`src/rtl/jtag_pkg.sv`:
```
// Shared types and constants for the JTAG chain sequencer.
// Optional feature macro: JTAG_SEQ_AUTO_TLR_EN (auto Test-Logic-Reset on select change).
package jtag_pkg;

    localparam int JTAG_NUM_CHAINS = 12;
    localparam int JTAG_MAX_BITS   = 32;
    localparam int JTAG_TLR_CLOCKS = 5;

    typedef enum logic [2:0] {
        ST_IDLE,
        ST_SETUP,
        ST_TLR,
        ST_SHIFT_LO,
        ST_SHIFT_HI,
        ST_DONE
    } jtag_state_t;

    function automatic logic [5:0] clamp_len(input logic [5:0] len);
        return (len > 6'(JTAG_MAX_BITS)) ? 6'(JTAG_MAX_BITS) : len;
    endfunction

endpackage

```
`src/rtl/jtag_chain_sequencer_if.sv`:
```
// Command/response bundle between the host side and the JTAG sequencer.
// The master drives commands; the slave (sequencer) returns the TDO vector.
interface jtag_chain_sequencer_if #(
    parameter int MAX_BITS = 32
);
    logic                cmd_valid;
    logic                cmd_ready;
    logic [3:0]          cmd_sel;
    logic [5:0]          cmd_len;
    logic [MAX_BITS-1:0] cmd_tms;
    logic [MAX_BITS-1:0] cmd_tdi;
    logic                rsp_valid;
    logic [MAX_BITS-1:0] rsp_tdo;
    logic                busy;

    modport master (
        output cmd_valid, cmd_sel, cmd_len, cmd_tms, cmd_tdi,
        input  cmd_ready, rsp_valid, rsp_tdo, busy
    );

    modport slave (
        input  cmd_valid, cmd_sel, cmd_len, cmd_tms, cmd_tdi,
        output cmd_ready, rsp_valid, rsp_tdo, busy
    );
endinterface

```
`src/rtl/jtag_tck_gen.sv`:
```
// TCK phase counter: one tick per CLK_DIV enabled cycles, TCK toggles on tick.
// A start pulse restarts the phase with TCK low.
module jtag_tck_gen #(
    parameter int CLK_DIV = 4
) (
    input  logic clk,
    input  logic rst_n,
    input  logic start,
    input  logic en,
    output logic tick,
    output logic tck
);
    logic [7:0] cnt;

    assign tick = en && (cnt == 8'(CLK_DIV - 1));

    always_ff @(posedge clk or negedge rst_n) begin
        if (!rst_n) begin
            cnt <= '0;
            tck <= 1'b0;
        end else if (start) begin
            cnt <= '0;
            tck <= 1'b0;
        end else if (tick) begin
            cnt <= '0;
            tck <= ~tck;
        end else if (en) begin
            cnt <= cnt + 8'd1;
        end
    end
endmodule

```
`src/rtl/jtag_chain_sequencer.sv`:
```
// Bit-level JTAG master driving the twelve-target mux select and virtual TAP pins.
// Define JTAG_SEQ_AUTO_TLR_EN to insert 5 TMS=1 clocks whenever the target changes.
module jtag_chain_sequencer
    import jtag_pkg::*;
#(
    parameter int CLK_DIV  = 4,
    parameter int MAX_BITS = JTAG_MAX_BITS
) (
    input  logic                   clk,
    input  logic                   reset_n,
    jtag_chain_sequencer_if.slave  bus,
    output logic [3:0]             jtag_sel,
    output logic                   v_tck,
    output logic                   v_tms,
    output logic                   v_tdi,
    input  logic                   v_tdo
);
    localparam int IW = $clog2(MAX_BITS);

    jtag_state_t         state;
    logic [5:0]          len_r;
    logic [5:0]          idx;
    logic [MAX_BITS-1:0] tms_r;
    logic [MAX_BITS-1:0] tdi_r;
    logic [MAX_BITS-1:0] tdo_sh;
    logic                tick;
    logic                start;
    logic                en;
    logic                accept;
    logic                last_bit;

`ifdef JTAG_SEQ_AUTO_TLR_EN
    logic [3:0] last_sel;
    logic       sel_vld;
    logic       need_tlr;
    logic [2:0] tlr_cnt;
`endif

    assign accept   = bus.cmd_valid && bus.cmd_ready;
    assign start    = (state == ST_SETUP);
    assign en       = (state == ST_TLR) || (state == ST_SHIFT_LO) ||
                      (state == ST_SHIFT_HI);
    assign last_bit = (idx == len_r - 6'd1);

    jtag_tck_gen #(.CLK_DIV(CLK_DIV)) u_tck (
        .clk   (clk),
        .rst_n (reset_n),
        .start (start),
        .en    (en),
        .tick  (tick),
        .tck   (v_tck)
    );

    always_ff @(posedge clk or negedge reset_n) begin
        if (!reset_n) begin
            state         <= ST_IDLE;
            bus.cmd_ready <= 1'b1;
            bus.rsp_valid <= 1'b0;
            bus.rsp_tdo   <= '0;
            bus.busy      <= 1'b0;
            jtag_sel      <= 4'd0;
            v_tms         <= 1'b1;
            v_tdi         <= 1'b0;
            len_r         <= '0;
            idx           <= '0;
            tms_r         <= '0;
            tdi_r         <= '0;
            tdo_sh        <= '0;
`ifdef JTAG_SEQ_AUTO_TLR_EN
            last_sel      <= 4'd0;
            sel_vld       <= 1'b0;
            need_tlr      <= 1'b0;
            tlr_cnt       <= '0;
`endif
        end else begin
            bus.rsp_valid <= 1'b0;
            unique case (state)
                ST_IDLE, ST_DONE: begin
                    if (accept) begin
                        state         <= ST_SETUP;
                        bus.cmd_ready <= 1'b0;
                        bus.busy      <= 1'b1;
                        jtag_sel      <= bus.cmd_sel;
                        len_r         <= clamp_len(bus.cmd_len);
                        tms_r         <= bus.cmd_tms;
                        tdi_r         <= bus.cmd_tdi;
                        tdo_sh        <= '0;
                        idx           <= '0;
`ifdef JTAG_SEQ_AUTO_TLR_EN
                        need_tlr      <= !sel_vld || (bus.cmd_sel != last_sel);
                        last_sel      <= bus.cmd_sel;
                        sel_vld       <= 1'b1;
`endif
                    end else begin
                        state    <= ST_IDLE;
                        bus.busy <= 1'b0;
                    end
                end
                ST_SETUP: begin
`ifdef JTAG_SEQ_AUTO_TLR_EN
                    if (need_tlr) begin
                        state   <= ST_TLR;
                        v_tms   <= 1'b1;
                        v_tdi   <= 1'b0;
                        tlr_cnt <= '0;
                    end else
`endif
                    if (len_r != 6'd0) begin
                        state <= ST_SHIFT_LO;
                        v_tms <= tms_r[0];
                        v_tdi <= tdi_r[0];
                        tms_r <= tms_r >> 1;
                        tdi_r <= tdi_r >> 1;
                    end else begin
                        state         <= ST_DONE;
                        bus.rsp_valid <= 1'b1;
                        bus.cmd_ready <= 1'b1;
                        bus.rsp_tdo   <= tdo_sh;
                    end
                end
`ifdef JTAG_SEQ_AUTO_TLR_EN
                ST_TLR: begin
                    // Only the end of each high phase counts a completed pulse.
                    if (tick && v_tck) begin
                        if (tlr_cnt == 3'(JTAG_TLR_CLOCKS - 1)) begin
                            if (len_r != 6'd0) begin
                                state <= ST_SHIFT_LO;
                                v_tms <= tms_r[0];
                                v_tdi <= tdi_r[0];
                                tms_r <= tms_r >> 1;
                                tdi_r <= tdi_r >> 1;
                            end else begin
                                state         <= ST_DONE;
                                bus.rsp_valid <= 1'b1;
                                bus.cmd_ready <= 1'b1;
                                bus.rsp_tdo   <= tdo_sh;
                            end
                        end else begin
                            tlr_cnt <= tlr_cnt + 3'd1;
                        end
                    end
                end
`endif
                ST_SHIFT_LO: begin
                    if (tick) begin
                        state               <= ST_SHIFT_HI;
                        tdo_sh[idx[IW-1:0]] <= v_tdo;
                    end
                end
                ST_SHIFT_HI: begin
                    if (tick) begin
                        if (last_bit) begin
                            state         <= ST_DONE;
                            bus.rsp_valid <= 1'b1;
                            bus.cmd_ready <= 1'b1;
                            bus.rsp_tdo   <= tdo_sh;
                        end else begin
                            state <= ST_SHIFT_LO;
                            idx   <= idx + 6'd1;
                            v_tms <= tms_r[0];
                            v_tdi <= tdi_r[0];
                            tms_r <= tms_r >> 1;
                            tdi_r <= tdi_r >> 1;
                        end
                    end
                end
                default: state <= ST_IDLE;
            endcase
        end
    end
endmodule

```
`src/flat_wrapper.sv`:
```
// flat-port wrapper written by rule: the top's interface ports become plain ports
module jtag_chain_sequencer_flat import jtag_pkg::*;
#(
    parameter int CLK_DIV  = 4,
    parameter int MAX_BITS = JTAG_MAX_BITS
)
  (clk, reset_n, jtag_sel, v_tck, v_tms, v_tdi, v_tdo, bus_cmd_valid, bus_cmd_sel, bus_cmd_len, bus_cmd_tms, bus_cmd_tdi, bus_cmd_ready, bus_rsp_valid, bus_rsp_tdo, bus_busy);
  jtag_chain_sequencer_if #(.MAX_BITS(MAX_BITS)) bus_i ();
  input  logic clk;
  input  logic reset_n;
  output logic [3:0] jtag_sel;
  output logic v_tck;
  output logic v_tms;
  output logic v_tdi;
  input  logic v_tdo;
  input wire logic [$bits(bus_i.cmd_valid)-1:0] bus_cmd_valid;
  input wire logic [$bits(bus_i.cmd_sel)-1:0] bus_cmd_sel;
  input wire logic [$bits(bus_i.cmd_len)-1:0] bus_cmd_len;
  input wire logic [$bits(bus_i.cmd_tms)-1:0] bus_cmd_tms;
  input wire logic [$bits(bus_i.cmd_tdi)-1:0] bus_cmd_tdi;
  output wire logic [$bits(bus_i.cmd_ready)-1:0] bus_cmd_ready;
  output wire logic [$bits(bus_i.rsp_valid)-1:0] bus_rsp_valid;
  output wire logic [$bits(bus_i.rsp_tdo)-1:0] bus_rsp_tdo;
  output wire logic [$bits(bus_i.busy)-1:0] bus_busy;
  assign bus_i.cmd_valid = bus_cmd_valid;
  assign bus_i.cmd_sel = bus_cmd_sel;
  assign bus_i.cmd_len = bus_cmd_len;
  assign bus_i.cmd_tms = bus_cmd_tms;
  assign bus_i.cmd_tdi = bus_cmd_tdi;
  assign bus_cmd_ready = bus_i.cmd_ready;
  assign bus_rsp_valid = bus_i.rsp_valid;
  assign bus_rsp_tdo = bus_i.rsp_tdo;
  assign bus_busy = bus_i.busy;
  jtag_chain_sequencer #(.CLK_DIV(CLK_DIV), .MAX_BITS(MAX_BITS)) u_core (.clk(clk), .reset_n(reset_n), .bus(bus_i), .jtag_sel(jtag_sel), .v_tck(v_tck), .v_tms(v_tms), .v_tdi(v_tdi), .v_tdo(v_tdo));
endmodule
```
`config.mk`:
```
export PLATFORM = sky130hd
export DESIGN_NAME = jtag_chain_sequencer_flat
export DESIGN_NICKNAME = d
export VERILOG_FILES = /design/src/rtl/jtag_pkg.sv /design/src/rtl/jtag_chain_sequencer_if.sv /design/src/rtl/jtag_tck_gen.sv /design/src/rtl/jtag_chain_sequencer.sv /design/src/flat_wrapper.sv
export SDC_FILE = /design/constraint.sdc
export NUM_CORES = 1
export LEC_CHECK = 0
export ABC_AREA = 1
export BUFFER_PORTS_ARGS = -buffer_cell sky130_fd_sc_hd__buf_2
export CAP_MARGIN = 25
export CORE_UTILIZATION = 57
export CTS_CLUSTER_SIZE = 40
export DETAILED_ROUTE_END_ITERATION = 6
export PLACE_DENSITY = 0.86
export SYNTH_ARGS = -nofsm -noshare
export SYNTH_HDL_FRONTEND = slang
export SYNTH_SLANG_ARGS = --single-unit
```
`constraint.sdc`:
```
create_clock -name clk -period 3.9 [get_ports clk]
set_clock_uncertainty 0.2 [all_clocks]
set_input_delay 0.975 -clock clk [delete_from_list [all_inputs] [get_ports clk]]
set_output_delay 0.975 -clock clk [all_outputs]
set_load 0.02 [all_outputs]
```
**Word-level counts from Yosys, hierarchy flattened**

Index checks and enable logic that the tools add are counted.

- Register bits: 161
- Word-level logic and storage cells: 112

- Equality and inequality tests: 14
- Bitwise operators: 1
- Reductions and logical operators: 22
- Add/subtract/negate cells: 3
- Mux-type cells: 54
- Magnitude comparators: 3

Operators with widths:

| kind | count |
|---|---|
| $mux 32 | 13 |
| $pmux 32 s3 | 2 |
| $pmux 32 s2 | 2 |
| $bwmux 32 | 1 |
| $mux 6 | 4 |
| $mux 8 | 3 |
| $mux 1 | 18 |
| $mux 3 | 4 |
| $pmux 3 s4 | 1 |
| $pmux 6 s2 | 1 |
| $reduce_and 4->1 | 3 |
| $reduce_and 5->1 | 2 |
| $add 8x1->8 const B | 1 |
| $eq 8x2->1 const B | 1 |
| $ne 2x1->1 const B | 4 |
| $reduce_bool 2->1 | 4 |
| $add 6x1->6 const B | 1 |
| $eq 3x2->1 const B | 2 |
| $eq 3x3->1 const B | 2 |
| $eq 6x6->1 | 1 |
| $gt 6x6->1 const B | 1 |
| $lt 5x6->1 const B | 1 |
| $ne 2x2->1 const B | 3 |
| $pmux 1 s2 | 3 |
| other kinds (14) | 19 |

**Depth between registers and ports, before layout**

Gate-level depths: netlist (run 1).

- Word-level depth: 7
- Depth in mapped cells: 14
- Gate-level depth less buffers: 13

**Hierarchy**

A second synthesis (run 1) with hierarchy kept.

- Cells, all modules: 1110
- Area total of the unflattened synthesis: 8267.9 µm²

By module, submodules not included:

| module | times used | area each (µm²) | cells each |
|---|---|---|---|
| jtag_chain_sequencer | 1 | 7711.1 | 1037 |
| jtag_tck_gen | 1 | 556.8 | 73 |

**Least setup slack after synthesis (run 1)**

Ideal clock, no wire load.

- Path kind: input -> register
- From: input port bus_cmd_valid
- To: register u_core.tdi_r[31]
- Setup time: 0.117 ns
- Buffers on the path: 1
- Data required time: 3.583 ns
- Stages on the path: 8
- Slack: 1.754 ns
- Arrival: 1.828 ns
- Cell sequence: nand2_1 nand2_1 nand2_1 nor2_8 nand3_4 buf_6 nand2_2 nand2_1

- Longest elaborated chain between the ends: 3

RTL lines:

| element | line | source |
|---|---|---|
| start: declaration | flat_wrapper.sv:16 | `input wire logic [$bits(bus_i.cmd_valid)-1:0] bus_cmd_valid;` |
| $logic_and 1x1->1 | jtag_chain_sequencer.sv:39 | `assign accept = bus.cmd_valid && bus.cmd_ready;` |
| $ne 2x1->1 (no line) | n/a |  |
| $reduce_and 5->1 (no line) | n/a |  |
| end signal: assignment | jtag_chain_sequencer.sv:86 | `tdi_r <= bus.cmd_tdi;` |
| end signal: assignment | jtag_chain_sequencer.sv:113 | `tdi_r <= tdi_r >> 1;` |
| end signal: assignment | jtag_chain_sequencer.sv:163 | `tdi_r <= tdi_r >> 1;` |
| end: declaration | jtag_chain_sequencer.sv:24 | `logic [MAX_BITS-1:0] tdi_r;` |

Every way passes these cells.
A chain may end at the register's enable or synchronous reset.

**Worst setup path in the final report (run 1)**

- From: register u_core.u_tck.cnt[1]
- To: register u_core.bus.rsp_tdo[8]

- Longest elaborated chain between the ends: 4

RTL lines:

| element | line | source |
|---|---|---|
| start: declaration | jtag_tck_gen.sv:13 | `logic [7:0] cnt;` |
| start signal: assignment | jtag_tck_gen.sv:28 | `cnt <= cnt + 8'd1;` |
| $eq 8x2->1 | jtag_tck_gen.sv:15 | `assign tick = en && (cnt == 8'(CLK_DIV - 1));` |
| $logic_and 1x1->1 | jtag_tck_gen.sv:15 |  |
| $ne 2x1->1 (no line) | n/a |  |
| $reduce_and 4->1 (no line) | n/a |  |
| end signal: assignment | jtag_chain_sequencer.sv:118 | `bus.rsp_tdo <= tdo_sh;` |
| end signal: assignment | jtag_chain_sequencer.sv:156 | `bus.rsp_tdo <= tdo_sh;` |
| end: declaration | jtag_chain_sequencer_if.sv:23 | `output cmd_ready, rsp_valid, rsp_tdo, busy` |

Every way passes these cells.

==> results of run 1 <==
## final timing paths
path / to / cells past startpoint / slack [ps] / startpoint
hold / removal: u_core.v_tms / 2 / 260 / u_core.v_tms
min in group asynchronous: u_core.tdi_r[6] / 1 / 310 / reset_n
setup reg to reg: u_core.bus.rsp_tdo[8] / 10 / 1170 / u_core.u_tck.cnt[1]
hold reg to reg: u_core.v_tms / 2 / 260 / u_core.v_tms
max in group asynchronous: u_core.bus.cmd_ready / 2 / 2350 / reset_n
setup / recovery: u_core.bus.rsp_tdo[8] / 10 / 1170 / u_core.u_tck.cnt[1]
## Yosys cell counts (4+ instances only)
| cell type | instances | area (um2) |
|---|---|---|
| nor3_1 | 6 | 30.03 |
| o21ai_0 | 69 | 345.3 |
| buf_2 | 25 | 125.1 |
| xor2_1 | 4 | 35.03 |
| ha_1 | 7 | 87.58 |
| o21ai_1 | 7 | 35.03 |
| nor2_8 | 4 | 80.08 |
| a21oi_1 | 16 | 80.08 |
| inv_2 | 11 | 41.29 |
| nand4_1 | 101 | 631.9 |
| inv_1 | 54 | 202.7 |
| nand2_1 | 468 | 1757 |
| clkbuf_1 | 24 | 90.09 |
| nor2_1 | 23 | 86.33 |
| nand3_1 | 21 | 105.1 |
| nand2_2 | 13 | 81.33 |
| dfrtp_1 | 159 | 3979 |
| o31ai_1 | 26 | 195.2 |
| buf_4 | 5 | 37.54 |
| buf_6 | 14 | 157.7 |
## state kept, by name, summed over array words and instances, names as in the netlist
| register | count |
|---|---|
| u_core.state | 3 |
| u_core.bus.cmd_ready | 1 |
| u_core.tdo_sh | 32 |
| u_core.tms_r | 32 |
| u_core.u_tck.cnt | 8 |
| u_core.v_tdi | 1 |
| u_core.bus.busy | 1 |
| u_core.idx | 6 |
| u_core.jtag_sel | 4 |
| u_core.tdi_r | 32 |
| u_core.u_tck.tck | 1 |
| u_core.v_tms | 1 |
| u_core.bus.rsp_tdo | 32 |
| u_core.bus.rsp_valid | 1 |
| u_core.len_r | 6 |
## logic make-up after synthesis
logic type,share of synthesized area [%]
AOI/OAI and AO/OA,8.070
DFF,47.80
adders and majority gates,1.038
xor gates and xnor gates,0.5192
and+or+nand+nor,34.55
buffers and inverters,8.025
## layer usage
| metal | vias up | wire length [um] | GRT usage, % |
|---|---|---|---|
| met5 | - | 0 | 0 |
| met4 | 0 | 426 | 9.789 |
| met3 | 37 | 1024 | 4.945 |
| met2 | 265 | 9669 | 42.05 |
| met1 | 3587 | 8590 | 36.70 |
| li1 | 3715 | - | - |
## layout make-up
class	count	area share (%)
clock inverter	14	1.884
clock buffer	18	4.592
tap	184	2.407
multi-input combinational	784	38.98
inverter	66	2.590
timing repair buffer	133	7.391
sequential	161	42.15
## worst min-delay path: stages, from the launching register on
cell	delay, ps
dfstp_2	370
nand2_1	50
nand2_1	40
## metrics by stage
stage | instances | power (mW) | area, um2 | hold slack (ps)
after floorplan | 1081 | 1.736 | 8434 | 242.2
after global placement | 1328 | 1.818 | 8945 | 250.1
after detailed placement | 1328 | 1.818 | 8945 | 253.2
after CTS | 1360 | 3.550 | 9564 | 265.5
after global routing | 1360 | 3.637 | 9564 | 294.3
final | 1360 | 3.527 | 9564 | 263.8
## power by group
group / internal (mW) / switching, mW
clock network: 1.03 / 0.707
logic: 0.0450 / 0.0656
registers: 1.67 / 0.00193
==> key figures, run 1 <==
Status
  – Status: completed

Yosys
  – Cell Area, Synth: 0.008434 mm2
  – Post-synthesis cell count: approximately 1,100
  – Seq/Total Area, Yosys: 47.80%
  – Post-synth EDFFs: 0
  – Synth warn: 0
  – Yosys reg bits: 161
  – Yosys cell types: 38
  – Fraction of registers with async set/reset: 100.0%
  – Main synth FF type: dfrtp_1
  – Average size of a mapped cell: ~7.8 um2
  – Syn nets: 1,166

STA
  – Endpoints failing hold: 0
  – Fin. max-slew vios: 0
  – Post-layout minimum cycle time: 2731 ps
  – Final Cycle Share: roughly 70%
  – RSZ-0062 raised after global routing: no
  – Setup TNS: 0 ps
  – Final WS setup: 1169 ps
  – # setup viols final: 0
  – Worst Max-Slew Pin Slew: 824.1 ps
  – Fmax: 0.3662 GHz
  – Max-slew headroom: 44.64%

Floorplanning
  – Die H: 123.6 um
  – Core Rows: 44
  – Top Ports: 120
  – Starting density of the core: 58.25%
  – Die ar.: 0.01529 mm2
  – Core Region: 0.01448 mm2
  – Die Wd: 123.6 um

Route
  – Post-route ant nets: 0
  – Via-to-Cell Ratio: 5.591
  – Residual DRC: 0
  – Drt wl/cell: approximately 14 um
  – Initial DRC count: 753
  – DRT Pass-1 Iters: 6
  – WL final: 19,710 um
  – Vias: 7,604

Setup path
  – Buf+Inv Stages, Crit Path: 1
  – Worst Path Required: 4010 ps
  – Crit-path slowest cell: nand3_4
  – Crit path cell chain: ha_1, inv_1, nor3_1, nand3_2, nor2_8, nor2_8, nor2_8, nand3_4, nand2_1, nand2_1
  – Worst Path Class, Setup: reg2reg
  – Largest delay share family, worst path: simple AND/OR/NAND/NOR gates
  – Worst-path maximum fanout: 36
  – CP Launch Type: flop
  – Slowest stage delay, CP: 450 ps
  – Critical Path AT: between 2000 and 3000 ps
  – Crit end category: flop
  – Cell mode on critical path: nor2_8

Clock network
  – Clk slew on worst S/H paths: 70 ps
  – Post-CTS Hold Buffers: 0
  – Htree depth: 4
  – Root buffer cell: clkbuf_16
  – CTS Sinks: 161
  – Postcts setup bufs: 0
  – TritonCTS clock tree: done
  – TritonCTS Buffers: 17
  – Clock Latency Late Sink: ~420 ps
  – Clk buf depth: 2
  – Post-CTS Resized: 0

Layout
  – Most frequent cells in the layout: nand2_1 (467), dfrtp_1 (159), buf_2 (118)
  – Storage element area: around 0.0040 mm2
  – Fraction of layout cells with a size suffix above 1: ~18%
  – Area delta synth->final: 13.40%
  – Commonest non-fill, non-tap cell in the layout: nand2_1
  – Area of the multi-input gates: 0.003729 mm2
  – Diode count: 0
  – Fin nets: 1,248
  – # fillers: around 1,200
  – Post-layout util: 66.06%

Global route
  – Vias in the first global route: 6,773
  – Gr ovfl total: 0
  – First-pass GRT wire length: 32,090 um
  – Pin count of the biggest net entering global routing: 70
  – Tot GR Track Use: 26.65%
  – Initial antenna violation count: 0

Power
  – Pwr per Cell Area: approximately 370 mW/mm2
  – Leak: about 5.2 nW
  – VDD IR-drop max: 0.3282 mV

Placement
  – Final HPWL DP: 12,140 um
  – Port Buffer Count: about 120
  – Placer's final routability congestion estimate: 0.8738
  – Pre-CTS WS: 1053 ps

Run
  – MaxCap Viol Count: 0

Hold path
  – Hold Crit Class: reg2reg
Note: power is estimated with default switching activity, not from simulation.
==> run 2, diff against run 1 <==
Settings changed: CORE_UTILIZATION 57 to 52, PLACE_DENSITY 0.86 to 0.83.
Clock period 3.9 ns to 2.3 ns, I/O delays scaled along.
==> run 2 against run 1 <==
Net effect: the flow now finishes with violations (setup timing); die area up 9.4%; power up 70%; clock-buffer cell count unchanged; critical path depth unchanged; cell area up 7.1%; worst setup slack worse by 1200 ps; sequential cell count unchanged; largest cell class unchanged.
==> key figures, run 2 (synthesis gave the netlist of run 1 again) <==
Clock network
  – Clk buf depth: 2 (unchanged)
  – Root buffer cell: clkbuf_16
  – TritonCTS clock tree: done
  – Clk slew on worst S/H paths: 70 ps (about the same)
  – Htree depth: 4 (unchanged)
  – CTS Sinks: 161 (unchanged)
  – Clock Latency Late Sink: 440 ps (+20 ps)
  – TritonCTS Buffers: 17 (unchanged)

Placement
  – Placed insts: 1,374 (+3.5%)
  – Placer's final routability congestion estimate: 0.8556 (-2.1%)
  – Pre-CTS WS: -116.8 ps (-1170 ps)
  – Port Buffer Count: 119 (unchanged)
  – Placed cell areas: 0.009228 mm2 (+3.2%)
  – Final HPWL DP: 12,650 um (+4.2%)

Layout
  – # fillers: 1,268 (+8.4%)
  – Final instance area: 0.01024 mm2 (+7.1%)
  – Area delta synth->final: 21.39%
  – Fin nets: 1,285 (+3.0%)
  – Fraction of layout cells with a size suffix above 1: 21.10% (+3.3 points)
  – Commonest non-fill, non-tap cell in the layout: nand2_1
  – Non-Filler Instances: 1,429 (+5.1%)
  – Most frequent cells in the layout: nand2_1 (463), dfrtp_1 (159), buf_2 (118)
  – Diode count: 0 (unchanged)
  – Post-layout util: 64.45% (-1.6 points)

Setup path
  – Crit path to: u_core.tms_r[10]
  – Cell mode on critical path: nand2_1
  – Crit path cell chain: inv_1, nand2_1, nand2_1, nand2_1, nand2_1, nor2_8, nand3_4, clkbuf_16, nand2_2, nand2_1
  – Buf+Inv Stages, Crit Path: 2 (+1)
  – Worst Path Class, Setup: reg2reg
  – Critical path depth: 10 (unchanged)
  – Worst Path Required: 2410 ps (-1600 ps)
  – Slowest stage delay, CP: 530 ps (+80 ps)
  – CP Launch Type: flop
  – Reg-to-Reg End: u_core.tms_r[10]
  – Crit Reg-Reg Startpoint: u_core.state[2]
  – Crit-path slowest cell: dfrtp_1
  – Worst-path maximum fanout: 8 (-78%)
  – Crit end category: flop
  – Critical path launch point: u_core.state[2]
  – FF-to-FF path depth: 10 (unchanged)
  – Flop2flop setup slack: -0.7 ps (-1170 ps)
  – Critical Path AT: 2410 ps (-430 ps)
  – Largest delay share family, worst path: simple AND/OR/NAND/NOR gates

Route
  – Drt wl/cell: 15.66 um (+8.0%)
  – WL final: 22,380 um (+14%)
  – Residual DRC: 0 (unchanged)
  – Via-to-Cell Ratio: 5.548 (-0.77%)
  – Vias: 7,928 (+4.3%)
  – Initial DRC count: 768 (+2.0%)
  – DRT Pass-1 Iters: 6 (unchanged)
  – Post-route ant nets: 0 (unchanged)

STA
  – Final Cycle Share: 100.0% (+30 points)
  – Max-slew headroom: 69.08% (+24 points)
  – Hold WS: 132.7 ps (-131.1 ps)
  – Final WS setup: -0.7474 ps (-1170 ps)
  – Fmax: 0.4346 GHz (+19%)
  – Setup TNS: -0.7474 ps (-0.7474 ps)
  – # setup viols final: 1 (+1)
  – Endpoints failing hold: 0 (unchanged)
  – Fin. max-slew vios: 0 (unchanged)
  – Worst Max-Slew Pin Slew: 457.8 ps (-366.3 ps)
  – Post-layout minimum cycle time: 2301 ps (-430.2 ps)

Floorplanning
  – Die H: 129.4 um (+4.6%)
  – Die ar.: 0.01673 mm2 (+9.4%)
  – Die Wd: 129.4 um (+4.6%)
  – Core Rows: 46 (+4.5%)
  – Top Ports: 120 (unchanged)
  – Starting density of the core: 53.10% (-5.2 points)
  – Core Region: 0.01589 mm2 (+9.7%)

Global route
  – Initial antenna violation count: 0 (unchanged)
  – Tot GR Track Use: 25.67% (-0.98 points)
  – Gr ovfl total: 0 (unchanged)
  – Pin count of the biggest net entering global routing: 65 (-7.1%)
  – First-pass GRT wire length: 33,980 um (+5.9%)
  – Vias in the first global route: 7,026 (+3.7%)

Run
  – MaxCap Viol Count: 0 (unchanged)

Power
  – Pwr per Cell Area: 585.3 mW/mm2 (+59%)
  – Design Power: 5.993 mW (+70%)
  – Leak: 5.456 nW (+5.3%)
  – VDD IR-drop max: 0.5565 mV (+70%)

Hold path
  – Hold depth: 3 (+1)
  – Hold Crit Class: in2reg

Status
  – Violations in the final reports: setup timing
  – Status: finished, violations left
-- run 2: changes by cell type in the layout (fill, tap and decap cells not counted), sizes merged, moves of 4 or more --
cell,change
buf,+27
clkbuf,+5
inv,+5
clkinv,-4
nand3,+4
-- run 2: worst register-to-register path, stage by stage (launching register included) --
cell	delay (ps)
dfrtp_1	530
inv_1	130
nand2_1	80
nand2_1	100
nand2_1	160
nand2_1	190
nor2_8	190
nand3_4	230
clkbuf_16	250
nand2_2	50
nand2_1	70
-- run 2: layout make-up --
cell class	instances	area, um2	area share [%]
sequential	161	4031	39.37
multi-input combinational	788	3857	37.68
timing repair buffer	166	1222	11.94
clock buffer	18	439.2	4.289
tap	216	270.3	2.640
inverter	66	247.7	2.420
clock inverter	14	170.2	1.662
-- run 2: repair_timing --
item | CTS | global route
setup endpoints to repair | 33 | 106
pin swaps | 1 | 11
hold buffers | 1 | 0
resized for setup | 4 | 17
cloned | 2 | 9
buffers inserted | 0 | 11
hold endpoints to repair | 33 | 0
-- run 2: worst min-delay path by stage --
stage                           from                    end
6_report              bus_cmd_sel[2]     u_core.jtag_sel[2]
5_1_grt               bus_cmd_sel[2]     u_core.jtag_sel[2]
2_1_floorplan                reset_n        u_core.bus.busy
3_5_place_dp   u_core.bus.rsp_tdo[5]  u_core.bus.rsp_tdo[5]
4_1_cts               bus_cmd_sel[2]     u_core.jtag_sel[2]
3_3_place_gp   u_core.bus.rsp_tdo[5]  u_core.bus.rsp_tdo[5]
-- run 2: power by group --
group          internal (mW)  total, mW  switching, mW
Clock                   1.67       2.95           1.28
Sequential              2.84       2.84        0.00340
Combinational         0.0835      0.199          0.115
-- run 2: per-layer routing --
metal / up-vias / share of wire, % / GRT usage [%]
met2: 362 / 48 / 39.25
met1: 3701 / 42 / 35.33
li1: 3810 / - / -
met3: 55 / 7.0 / 5.450
met4: 0 / 2.9 / 11.07
met5: - / 0 / 0
==> run 3, diff against run 2 <==
Settings changed: CORE_UTILIZATION 52 to 57, PLACE_DENSITY 0.83 to 0.86.
Clock period 2.3 ns to 2.5 ns, I/O delays scaled along.
==> run 3 against run 2 <==
Net effect: the run now ends clean; register-to-register slack gained 190 ps; via count is 1.7% lower; core utilization up 2.6 points; fmax fell by 0.54%; critical path type unchanged; critical endpoint is now u_core.bus.rsp_tdo[14]; largest power group is now sequential cells.
==> key figures, run 3 (synthesis gave the netlist of run 1 again) <==
Status
  – Status: completed

Route
  – Routed length on met2: 9984 um (-6.3%)
  – Via-to-Cell Ratio: 5.679 (+2.4%)
  – WL final: 20,600 um (-8.0%)
  – DR top layer: met4
  – WL met1: 8914 um (-6.2%)
  – Vias: 7,792 (-1.7%)
  – Initial DRC count: 815 (+6.1%)
  – Residual DRC: 0 (unchanged)
  – Drt wl/cell: 15.01 um (-4.1%)
  – Met3 wire length: 1135 um (-28%)
  – Post-route ant nets: 0 (unchanged)
  – DRT Pass-1 Iters: 5 (-1)

STA
  – Fmax: 0.4323 GHz (-0.54%)
  – # setup viols final: 0 (-1)
  – Endpoints failing hold: 0 (unchanged)
  – Setup TNS: 0 ps (+0.7474 ps)
  – Worst Max-Slew Pin Slew: 608.6 ps (+150.8 ps)
  – Final Cycle Share: 92.53% (-7.5 points)
  – Max-slew headroom: 59.43% (-9.7 points)
  – Post-layout minimum cycle time: 2313 ps (+12.60 ps)
  – Fin. max-slew vios: 0 (unchanged)

Clock network
  – Clk slew on worst S/H paths: 70 ps (about the same)
  – TritonCTS clock tree: done
  – Clock Latency Late Sink: 420 ps (-20 ps)
  – CTS Sinks: 161 (unchanged)
  – Postcts setup bufs: 0 (unchanged)
  – Clk buf depth: 2 (unchanged)
  – Root buffer cell: clkbuf_16
  – TritonCTS Buffers: 17 (unchanged)
  – Htree depth: 4 (unchanged)

Power
  – Clock power share: 47.4% (-1.9 points)
  – Pwr per Cell Area: 547.3 mW/mm2 (-6.5%)
  – Comb pwr share: 3.4% (about the same)
  – VDD IR-drop max: 0.4590 mV (-18%)
  – Net Sw Frac: 23.81% (+0.39 points)
  – Reg power frac: 49.2% (+1.8 points)
  – P_sw: 1.264 mW (-9.9%)
  – Cell Int Power: 4.046 mW (-12%)
  – Leak: 5.239 nW (-4.0%)

Floorplanning
  – Die Wd: 123.6 um (-4.4%)
  – Core Region: 0.01448 mm2 (-8.9%)
  – Core Rows: 44 (-4.3%)
  – Top Ports: 120 (unchanged)
  – Starting density of the core: 58.25% (+5.2 points)
  – Die ar.: 0.01529 mm2 (-8.6%)
  – Die H: 123.6 um (-4.4%)

Placement
  – Final HPWL DP: 12,810 um (+1.3%)
  – Placer's final routability congestion estimate: 0.8756 (+2.3%)
  – Port Buffer Count: 119 (unchanged)
  – Placed cell areas: 0.009075 mm2 (-1.7%)

Setup path
  – Critical path launch point: u_core.len_r[1]
  – Crit end category: flop
  – Critical Path AT: 2430 ps (+20 ps)
  – CP Launch Type: flop
  – Worst-path maximum fanout: 8 (unchanged)
  – FF-to-FF path depth: 13 (+3)
  – Worst Path Required: 2620 ps (+210 ps)
  – Flop2flop setup slack: 190 ps (+190 ps)
  – Crit Reg-Reg Startpoint: u_core.len_r[1]
  – Reg-to-Reg End: u_core.bus.rsp_tdo[14]
  – Worst Path Class, Setup: reg2reg

Layout
  – Fraction of layout cells with a size suffix above 1: 18.52% (-2.6 points)
  – Fin nets: 1,260 (-1.9%)
  – Final instance area: 0.009703 mm2 (-5.2%)
  – Commonest non-fill, non-tap cell in the layout: nand2_1
  – # fillers: 1,142 (-9.9%)
  – Diode count: 0 (unchanged)
  – Area delta synth->final: 15.04%
  – Most frequent cells in the layout: nand2_1 (467), dfrtp_1 (159), buf_2 (118)

Run
  – MaxCap Viol Count: 0 (unchanged)

Hold path
  – Hold Crit Class: in2reg
  – Worst Hold End: u_core.jtag_sel[0]
  – HP Start: bus_cmd_sel[0]
  – Hold depth: 3 (unchanged)

Global route
  – Vias in the first global route: 7,022 (-0.057%)
  – Gr ovfl total: 0 (unchanged)
  – Initial antenna violation count: 0 (unchanged)
  – First-pass GRT wire length: 33,280 um (-2.1%)
  – Pin count of the biggest net entering global routing: 65 (unchanged)
  – Tot GR Track Use: 27.78% (+2.1 points)
## run 3: cell types whose count changed in the layout (fill, tap and decap cells not counted), moves of 3 or more
cell and change:
buf_12 -8, clkinv_4 +3, inv_1 +3, nand3_4 -3
buf_4 -10, inv_2 -3, nand2_1 +4, nand2_2 -3
clkbuf_16 -5
## run 3: what timing repair did
action / CTS / global route
endpoints found under the hold margin: 29 / 0
endpoints found under the setup margin: 0 / 74
resized for setup: 0 / 6
hold buffers: 1 / 0
## run 3: metal layers
layer  vias to the layer above  GRT usage (%)
li1                       3745              -
met1                      3700          37.73
met5                         -              0
met4                         0          10.99
met2                       300          43.92
met3                        47          5.311
## run 3: worst max path at each step
stage,to,cells after the start
3_3_place_gp,u_core.bus.rsp_tdo[20],10
3_5_place_dp,u_core.bus.rsp_tdo[22],13
6_report,u_core.bus.rsp_tdo[14],13
4_1_cts,u_core.bus.rsp_tdo[14],10
2_1_floorplan,u_core.bus.rsp_tdo[10],13
5_1_grt,u_core.bus.rsp_tdo[22],13
## run 3: stage by stage
stage               instances  util, %  total power, mW  worst slack (ps)  hold slack, ps
finish                   1372    67.02            5.310             186.6           208.7
global route             1372    67.02            5.494           -0.4243           208.9
CTS                      1370    66.69            5.339             120.1           194.7
detailed placement       1337    62.68            2.844             158.1           254.0
global placement         1337    62.68            2.842             248.7           249.8
floorplan                1081        -            2.708             421.7           129.4
## run 3: cell type report
| type | instances | area [um2] | area share, % |
|---|---|---|---|
| repair buffers | 143 | 862.1 | 8.885 |
| well taps | 184 | 230.2 | 2.373 |
| multi-input cells | 786 | 3761 | 38.76 |
| flip-flops and latches | 161 | 4031 | 41.55 |
| clock buffers | 19 | 452.9 | 4.668 |
| clock inverters | 13 | 117.6 | 1.212 |
| inverters | 66 | 247.7 | 2.553 |
## run 3: worst max-delay path, cell delays in order (launching register included)
cell,delay (ps)
dfrtp_1,370
inv_1,110
ha_1,230
inv_1,80
nand2_1,60
nand3_1,60
nand2_1,80
nand2_1,50
nor2_2,170
nand3_1,170
nand2_4,180
nand3_2,230
nand2_1,150
nand2_1,60
## run 3: power groups by stage
stage	combinational [mW]	clock [mW]	sequential (mW)
after floorplan	0.0471	0	2.66
after global placement	0.181	0	2.66
after detailed placement	0.183	0	2.66
after CTS	0.186	2.54	2.61
after global routing	0.209	2.67	2.61
final	0.182	2.52	2.61
